==> src/rtl/key_enc_pkg.sv <==
// Shared types, defaults and encode helpers for the key encoder.
package key_enc_pkg;

    typedef enum logic {
        ST_IDLE = 1'b0,
        ST_HELD = 1'b1
    } key_state_t;

    localparam int DEF_NUM_KEYS   = 10;
    localparam int DEF_CODE_W     = 4;
    localparam int DEF_DEB_CYCLES = 4;
    localparam int DEF_FIFO_DEPTH = 4;

    function automatic logic [5:0] prio_enc(input logic [63:0] v);
        logic [5:0] idx;
        idx = '0;
        for (int i = 0; i < 64; i++) begin
            if (v[i]) idx = 6'(i);
        end
        return idx;
    endfunction

    function automatic logic [6:0] pop_cnt(input logic [63:0] v);
        logic [6:0] n;
        n = '0;
        for (int i = 0; i < 64; i++) begin
            n = n + 7'(v[i]);
        end
        return n;
    endfunction

endpackage

==> src/rtl/key_code_fifo.sv <==
// Small code buffer; head is presented combinationally and gated by valid.
module key_code_fifo #(
    parameter int W     = 5,
    parameter int DEPTH = 4
) (
    input  logic         clk,
    input  logic         rst,
    input  logic         push,
    input  logic [W-1:0] din,
    input  logic         pop,
    output logic [W-1:0] dout,
    output logic         valid,
    output logic         ovf
);

    localparam int AW = $clog2(DEPTH);
    localparam logic [AW:0] FULL_CNT = (AW+1)'(DEPTH);

    logic [W-1:0]  mem [DEPTH];
    logic [AW-1:0] rd_ptr;
    logic [AW-1:0] wr_ptr;
    logic [AW:0]   count;
    logic          full;
    logic          do_pop;
    logic          do_push;

    assign valid   = (count != '0);
    assign full    = (count == FULL_CNT);
    assign do_pop  = pop & valid;
    // A pop frees a slot in the same cycle, so a full buffer still accepts
    assign do_push = push & (~full | do_pop);
    assign dout    = valid ? mem[rd_ptr] : '0;

    always_ff @(posedge clk or posedge rst) begin
        if (rst) begin
            rd_ptr <= '0;
            wr_ptr <= '0;
            count  <= '0;
            ovf    <= 1'b0;
        end else begin
            if (do_push) wr_ptr <= wr_ptr + 1'b1;
            if (do_pop)  rd_ptr <= rd_ptr + 1'b1;
            if (do_push && !do_pop)      count <= count + 1'b1;
            else if (do_pop && !do_push) count <= count - 1'b1;
            ovf <= push & ~do_push;
        end
    end

    always_ff @(posedge clk) begin
        if (do_push) mem[wr_ptr] <= din;
    end

endmodule

==> src/rtl/key_encoder_fifo.sv <==
// Keypad front end: synchronise, debounce, encode press events, buffer codes.
module key_encoder_fifo
    import key_enc_pkg::*;
#(
    parameter int NUM_KEYS   = DEF_NUM_KEYS,
    parameter int CODE_W     = DEF_CODE_W,
    parameter int DEB_CYCLES = DEF_DEB_CYCLES,
    parameter int FIFO_DEPTH = DEF_FIFO_DEPTH
) (
    input  logic                CLK,
    input  logic                RST,
    input  logic [NUM_KEYS-1:0] p0,
    output logic [CODE_W-1:0]   p1,
    output logic                MULTI,
    output logic                VALID,
    input  logic                READY,
    output logic                CHK,
    output logic                OVF
);

    if (NUM_KEYS < 2 || NUM_KEYS > 64) begin : g_bad_keys
        $error("NUM_KEYS must be 2..64");
    end
    if ((2 ** CODE_W) < NUM_KEYS) begin : g_bad_code
        $error("CODE_W too narrow for NUM_KEYS");
    end
    if (DEB_CYCLES < 1 || DEB_CYCLES > 255) begin : g_bad_deb
        $error("DEB_CYCLES must be 1..255");
    end
    if (FIFO_DEPTH < 2 || FIFO_DEPTH > 16 ||
        (FIFO_DEPTH & (FIFO_DEPTH - 1)) != 0) begin : g_bad_depth
        $error("FIFO_DEPTH must be a power of two in 2..16");
    end

    localparam logic [7:0] DEB_MAX = 8'(DEB_CYCLES);
    localparam logic [7:0] DEB_M1  = 8'(DEB_CYCLES - 1);

    logic [NUM_KEYS-1:0] sync1;
    logic [NUM_KEYS-1:0] sync2;
    logic [NUM_KEYS-1:0] last;
    logic [NUM_KEYS-1:0] deb;
    logic [NUM_KEYS-1:0] deb_d;
    logic [7:0]          stable_cnt;
    logic [63:0]         deb_ext;
    key_state_t          state;
    key_state_t          state_d;
    logic                press;
    logic                evt;
    logic [CODE_W-1:0]   evt_code;
    logic                evt_multi;
    logic                chk_q;
    logic                pop;

    // stable_cnt counts edges the synchronised vector has held its value
    always_comb begin
        deb_d = deb;
        if (sync2 == last && stable_cnt >= DEB_M1) deb_d = sync2;
    end

    assign deb_ext = 64'(deb_d);

    always_comb begin
        state_d = state;
        unique case (state)
            ST_IDLE: if (|deb_d)  state_d = ST_HELD;
            ST_HELD: if (~|deb_d) state_d = ST_IDLE;
        endcase
    end

    assign press = (state == ST_IDLE) && (state_d == ST_HELD);

    always_ff @(posedge CLK or posedge RST) begin
        if (RST) begin
            sync1      <= '0;
            sync2      <= '0;
            last       <= '0;
            stable_cnt <= '0;
            deb        <= '0;
            state      <= ST_IDLE;
            evt        <= 1'b0;
            evt_code   <= '0;
            evt_multi  <= 1'b0;
            chk_q      <= 1'b0;
        end else begin
            sync1 <= p0;
            sync2 <= sync1;
            last  <= sync2;
            if (sync2 != last)          stable_cnt <= '0;
            else if (stable_cnt != DEB_MAX) stable_cnt <= stable_cnt + 1'b1;
            deb       <= deb_d;
            state     <= state_d;
            evt       <= press;
            evt_code  <= CODE_W'(prio_enc(deb_ext));
            evt_multi <= (pop_cnt(deb_ext) > 7'd1);
            chk_q     <= |deb_d;
        end
    end

    assign pop = VALID & READY;
    assign CHK = chk_q;

    key_code_fifo #(
        .W    (CODE_W + 1),
        .DEPTH(FIFO_DEPTH)
    ) u_fifo (
        .clk  (CLK),
        .rst  (RST),
        .push (evt),
        .din  ({evt_code, evt_multi}),
        .pop  (pop),
        .dout ({p1, MULTI}),
        .valid(VALID),
        .ovf  (OVF)
    );

endmodule

==> config.mk <==
export PLATFORM = sky130hd
export DESIGN_NAME = key_encoder_fifo
export DESIGN_NICKNAME = d
export VERILOG_FILES = /design/src/rtl/key_enc_pkg.sv /design/src/rtl/key_code_fifo.sv /design/src/rtl/key_encoder_fifo.sv
export SDC_FILE = /design/constraint.sdc
export NUM_CORES = 1
export LEC_CHECK = 0
export BUFFER_PORTS_ARGS = -buffer_cell sky130_fd_sc_hd__buf_2
export CORE_MARGIN = 2
export CORE_UTILIZATION = 25
export CTS_CLUSTER_DIAMETER = 60
export CTS_CLUSTER_SIZE = 25
export DETAILED_ROUTE_END_ITERATION = 6
export PLACE_DENSITY_LB_ADDON = 0.3
export SLEW_MARGIN = 10
export SYNTH_ARGS = -nofsm -noshare
export SYNTH_HDL_FRONTEND = slang
export SYNTH_SLANG_ARGS = --single-unit
==> constraint.sdc <==
create_clock -name CLK -period 10.4 [get_ports CLK]
set_input_delay 0.52 -clock CLK [delete_from_list [all_inputs] [get_ports CLK]]
set_output_delay 0.52 -clock CLK [all_outputs]
set_load 0.02 [all_outputs]
---- Word level (Yosys, flattened, before mapping) ----
Memory sizes are Yosys's and may differ from the RTL's.
Cells that the tools add are included.
cells by class
  add/subtract/negate cells ............... 14
  order comparisons ....................... 2
  eq/ne operators ......................... 4
  muxes and demuxes ....................... 18
  bitwise gates (word level) .............. 8
  reduce and logical (&&, ||, !) cells .... 10
operator list
  kind                   number
  $mux W4                7
  $add A7 B1 Y7          3
  $mux W8                2
  $eq A10 B10 Y1         1
  $mux W10               1
  $ne A10 B10 Y1         1
  $reduce_or A10 Y1      1
  $add A8 B1 Y8 const B  1
  $ge A8 B2 Y1 const B   1
  $ne A8 B3 Y1 const B   1
  $add A6 B1 Y7          1
  $gt A7 B1 Y1 const B   1
  $add A5 B1 Y6          1
  $mux W3                2
  $add A4 B1 Y5          1
  $mux W5                1
  $add A2 B1 Y2 const B  2
  $add A3 B1 Y4          1
  $and A1 B1 Y1          4
  $logic_and A1 B1 Y1    4
  $mux W1                4
  $reduce_bool A2 Y1     2
  $add A2 B1 Y3          1
  $add A3 B1 Y3 const B  1
  other kinds (8)        11
word-level totals
  bits in registers ....................... 64
  bits in writable memories ............... 20
  input port bits ......................... 13
  output and inout port bits .............. 8
  memories kept ........................... 1
memory list
  memory      words  bits a word  read ports  clocked after memory_dff  wr ports  RTL line             RTL
  u_fifo.mem  4      5            1           0                         1         key_code_fifo.sv:19  logic [W-1:0] mem [DEPTH];

---- Longest topological paths before layout ----
  word-level depth ........................ 13
  gate-level depth with buffers ........... 19

---- Cells and area by module ----
A second synthesis with hierarchy kept.
second synthesis, totals
  cells, all modules ...................... 254
  area, all modules ....................... 3,649.8 µm²
modules (own cells, without submodules)
  module            times used  cells an instance  area an instance (µm²)  seq. area each (µm²)
  key_encoder_fifo  1           183                2,416.1                 1,376.3
  key_code_fifo     1           71                 1,233.7                 800.8

---- Worst setup path before layout ----
Ideal clock, no wire load.
  kind .................................... register to register
  start ................................... reg stable_cnt[6]
  end ..................................... reg evt_multi
  setup time .............................. 127 ps
  arrival time ............................ 4,267 ps
  setup slack ............................. 6,006 ps
  cell stages (with the launch flop) ...... 20
  path buffers ............................ 2
  period minus slack after synthesis ...... 4,394 ps
  cells stage by stage .................... dfrtp_1 or3_1 nor3_1 nor3b_2 or2_1 buf_6 buf_6 mux2_4 fa_1 inv_1 fa_1 fa_1 inv_1 ha_1 inv_1 fa_1 nor2_1 nand2_1 a21oi_1 o21ai_0
on the way
  cells in the longest elaborated chain, start to end .. 13
RTL lines
  element                      RTL line                RTL
  start: declaration           key_encoder_fifo.sv:43  logic [7:0] stable_cnt;
  start signal: assignment     key_encoder_fifo.sv:89  else if (stable_cnt != DEB_MAX) stable_cnt <= stable_cnt + 1'b1;
  $ge A8 B2 Y1                 key_encoder_fifo.sv:57  if (sync2 == last && stable_cnt >= DEB_M1) deb_d = sync2;
  $logic_and A1 B1 Y1          key_encoder_fifo.sv:57
  $mux W10                     key_encoder_fifo.sv:57
  net deb_d[0]                 key_encoder_fifo.sv:42  logic [NUM_KEYS-1:0] deb_d;
  $add A1 B1 Y2                key_enc_pkg.sv:27       n = n + 7'(v[i]);
  $add A2 B1 Y3                key_enc_pkg.sv:27
  $add A3 B1 Y4                key_enc_pkg.sv:27
  $add A4 B1 Y5                key_enc_pkg.sv:27
  $add A5 B1 Y6                key_enc_pkg.sv:27
  $add A6 B1 Y7                key_enc_pkg.sv:27
  $add A7 B1 Y7 (3 in series)  key_enc_pkg.sv:27
  $gt A7 B1 Y1                 key_encoder_fifo.sv:94  evt_multi <= (pop_cnt(deb_ext) > 7'd1);
  end signal: assignment       key_encoder_fifo.sv:94
  end: declaration             key_encoder_fifo.sv:50  logic evt_multi;
The timed path passes the listed nets, and every way through them passes these cells.
A chain may end at the register's enable or synchronous reset.

---- Final worst setup path ----
  start ................................... reg sync2[4]
  end ..................................... reg evt_multi
on the way
  cells in the longest elaborated chain, start to end .. 13
RTL lines
  element                      RTL line                RTL
  start: declaration           key_encoder_fifo.sv:39  logic [NUM_KEYS-1:0] sync2;
  start signal: assignment     key_encoder_fifo.sv:86  sync2 <= sync1;
  $eq A10 B10 Y1               key_encoder_fifo.sv:57
  $logic_and A1 B1 Y1          key_encoder_fifo.sv:57
  $mux W10                     key_encoder_fifo.sv:57
  net deb_d[0]                 key_encoder_fifo.sv:42
  $add A1 B1 Y2                key_enc_pkg.sv:27
  $add A2 B1 Y3                key_enc_pkg.sv:27
  $add A3 B1 Y4                key_enc_pkg.sv:27
  $add A4 B1 Y5                key_enc_pkg.sv:27
  $add A5 B1 Y6                key_enc_pkg.sv:27
  $add A6 B1 Y7                key_enc_pkg.sv:27
  $add A7 B1 Y7 (3 in series)  key_enc_pkg.sv:27
  $gt A7 B1 Y1                 key_encoder_fifo.sv:94
The timed path passes the listed nets, and every way through them passes these cells.

==> impl_metrics.yaml <==
run_status:
  status: "finished clean"
layout:
  finalNonFillerCells: 463
  postLayoutCoreUtil_pct: 29.78
  multi_input_area_um2: 1266
  fin_area_um2: 4134
  layout-drive-gt1-share_pct: 17.31
  antenna_cells: 0
  mostFrequentLayoutCells: "dfrtp_1, buf_2, edfxtp_1"
  nets: 308
  final_common_cell: "dfrtp_1"
  area_growth_pct: 16.13
  layout.area.seq_um2: 2177
  fillers: 1401
power:
  ir_drop_mv: 0.09440
  p_leak_nw: 1.824
  intPower_mw: 0.5288
  comb_power_share_pct: 2.2
  p_seq_share_pct: 51.8
  switching_share_pct: 20.32
  p_clk_share_pct: 46.0
  power_density_nw_per_um2: 160.5
  finalPower_mw: 0.6637
  p_switching_mw: 0.1349
floorplanning:
  std_cell_rows: 43
  core_um2: 13880
  die_h_um: 123.3
  fp.dieArea_um2: 15210
  die_width_um: 123.3
  ios: 21
  initial_utilization_pct: 25.64
sta:
  tns_ns: 0
  fin_ws_ns: 5.438
  holdWs_ns: 0.2921
  clock_skew_ns: 0.006650
  rsz0062_at_grt: "no"
  worst_slew_pin_slew_ns: 0.8092
  max_freq_mhz: 201.5
  period_share_pct: 47.71
  max_slew_margin_pct: 46.05
  period_needed_ns: 4.962
  slew_viol_final: 0
  hold_viol: 0
  setup-violations-final: 0
logic_synthesis:
  yosysSeqAreaShare_pct: 61.16
  syn_nets: 283
  syn_area_per_cell_um2: 14.07
  synthCells: 253
  ys_types: 38
  ys_seq_elements: 83
  netlist_area_um2: 3560
  yosys.area.top_type: "dfrtp_1"
  ys_top_cells_by_area: "dfrtp_1, edfxtp_1, fa_1"
  synthDominantCellAreaShare_pct: 44.29
  yosysWarningCount: 0
detailed_routing:
  vias: 1940
  drt-initial-drc-count: 76
  drc: 0
  ant_nets: 0
  vias_per_cell: 4.190
  wl_per_cell_um: 12.53
  first_pass_iters: 6
  wirelength_mm: 5.802
worst_setup_path:
  reg2reg_slack_ns: 5.44
  arrival_ns: 5.18
  reg2reg_to: "evt_multi$_DFF_PP0_"
  reg2reg_depth: 17
  worstReg2RegStart: "sync2[4]$_DFF_PP0_"
  crit_path_end_kind: "flip-flop"
  crit_path_start_kind: "flip-flop"
  crit_path_max_fanout: 13
  cp_data_required_time_ns: 10.62
  worstSetupStartpoint: "sync2[4]$_DFF_PP0_"
  path_class: "reg2reg"
clock_tree:
  cts_inserted_buffers: 9
  clkSinkCount: 83
  clk_pin_slew_worst_paths_ns: 0.06
  htreeDepth: 3
  tritoncts: "done"
  cts_root_buf: "clkbuf_16"
  cts_setup_buffers: 0
  cts_resized: 0
  hold_buffers: 0
  cts_buffer_depth: 2
  insertion_delay_ns: 0.33
global_routing:
  first_global_vias: 2081
  antenna_found_initial: 0
  grt_overflow: 0
  track_usage_pct: 8.785
  grt_pass1_wl_mm: 10.06
  grt_max_degree: 64
placed_design:
  placed_area_um2: 3847
  dpl.hpwl_mm: 4.075
  gp_congestion: 0.7796
  place_inst: 447
  preCtsSetupSlack_ns: 5.338
  place.port_buffers: 20
hold_path:
  min-delay-path-class: "in2reg"
  min-delay-start: "p0[5]"
  hold_end: "sync1[5]$_DFF_PP0_"
  hold-path-cell-count: 1
run:
  max_cap_violations: 0
worst max-delay path by stage:
stage,cells past startpoint,end
final,17,evt_multi$_DFF_PP0_
after global routing,17,evt_multi$_DFF_PP0_
after CTS,17,evt_multi$_DFF_PP0_
after detailed placement,17,evt_multi$_DFF_PP0_
after global placement,17,evt_multi$_DFF_PP0_
after floorplan,19,evt_multi$_DFF_PP0_
layout make-up:
type,count,share of cell area [%]
sequential,83,52.66
multi-input combinational,145,30.63
clock buffer,11,5.630
tap,180,5.448
timing repair buffer,22,2.784
inverter,17,1.544
clock inverter,5,1.301
power by group through the flow:
stage | clock [mW] | combinational, mW | sequential (mW)
5_1_grt | 0.331 | 0.0172 | 0.345
3_5_place_dp | 0 | 0.0155 | 0.350
3_3_place_gp | 0 | 0.0155 | 0.350
2_1_floorplan | 0 | 0.00997 | 0.348
4_1_cts | 0.316 | 0.0156 | 0.344
6_report | 0.305 | 0.0148 | 0.344
cell families (layout without fill, tap and decap cells):
kind of cell	count (synthesis)	after routing	synth area share [%]
muxes	25	25	9.526
AOI/OAI and AO/OA	23	23	4.499
DFF	83	83	61.16
xor gates and xnor gates	21	21	5.167
and+or+nand+nor	59	59	8.928
adders and majority gates	17	17	7.452
buffers and inverters	25	55	3.269
state kept, by name (all words and copies together), names as in the netlist, 3 cells and up:
| name | count |
|---|---|
| sync1 | 10 |
| u_fifo.count | 3 |
| stable_cnt | 8 |
| deb | 10 |
| evt_code | 4 |
| u_fifo.mem | 20 |
| sync2 | 10 |
| last | 10 |
critical path: stages (launching register included):
cell,delay (ns)
dfrtp_1,0.47
xor2_1,0.20
nor4_1,0.32
nand4_1,0.50
or2_1,0.50
mux2_4,0.34
fa_1,0.55
inv_1,0.06
fa_1,0.52
fa_1,0.40
inv_1,0.06
ha_1,0.15
inv_1,0.05
fa_1,0.37
nor2_1,0.11
nand2_1,0.06
a21oi_1,0.10
o21ai_0,0.09
cells in the mapped netlist, drive strengths merged:
master and count:
dfrtp 63, edfxtp 20, inv 17, nor2 15, xor2 12, mux2i 11, and2 10, ha 10
mux2 9, xnor2 9, a21oi 8, fa 7, nand2 7, nor3 6, o21ai 6, clkbuf 5
mux4 5, nand3 5, nor4 4, buf 3, or3 3, a221oi 2, nand4 2, nor2b 2
o21bai 2, o31ai 2, a211oi 1, a21o 1, and3 1, and4 1, nor3b 1, nor4b 1
o41ai 1, or2 1
routing by layer:
metal / global-route usage [%] / wire length (um) / vias to the layer above
li1: - / - / 916
met5: 0 / 0 / -
met4: 3.622 / 113 / 0
met2: 13.98 / 2704 / 37
met1: 10.71 / 2713 / 977
met3: 3.321 / 270 / 10
Power figures use the tool's default switching activity.
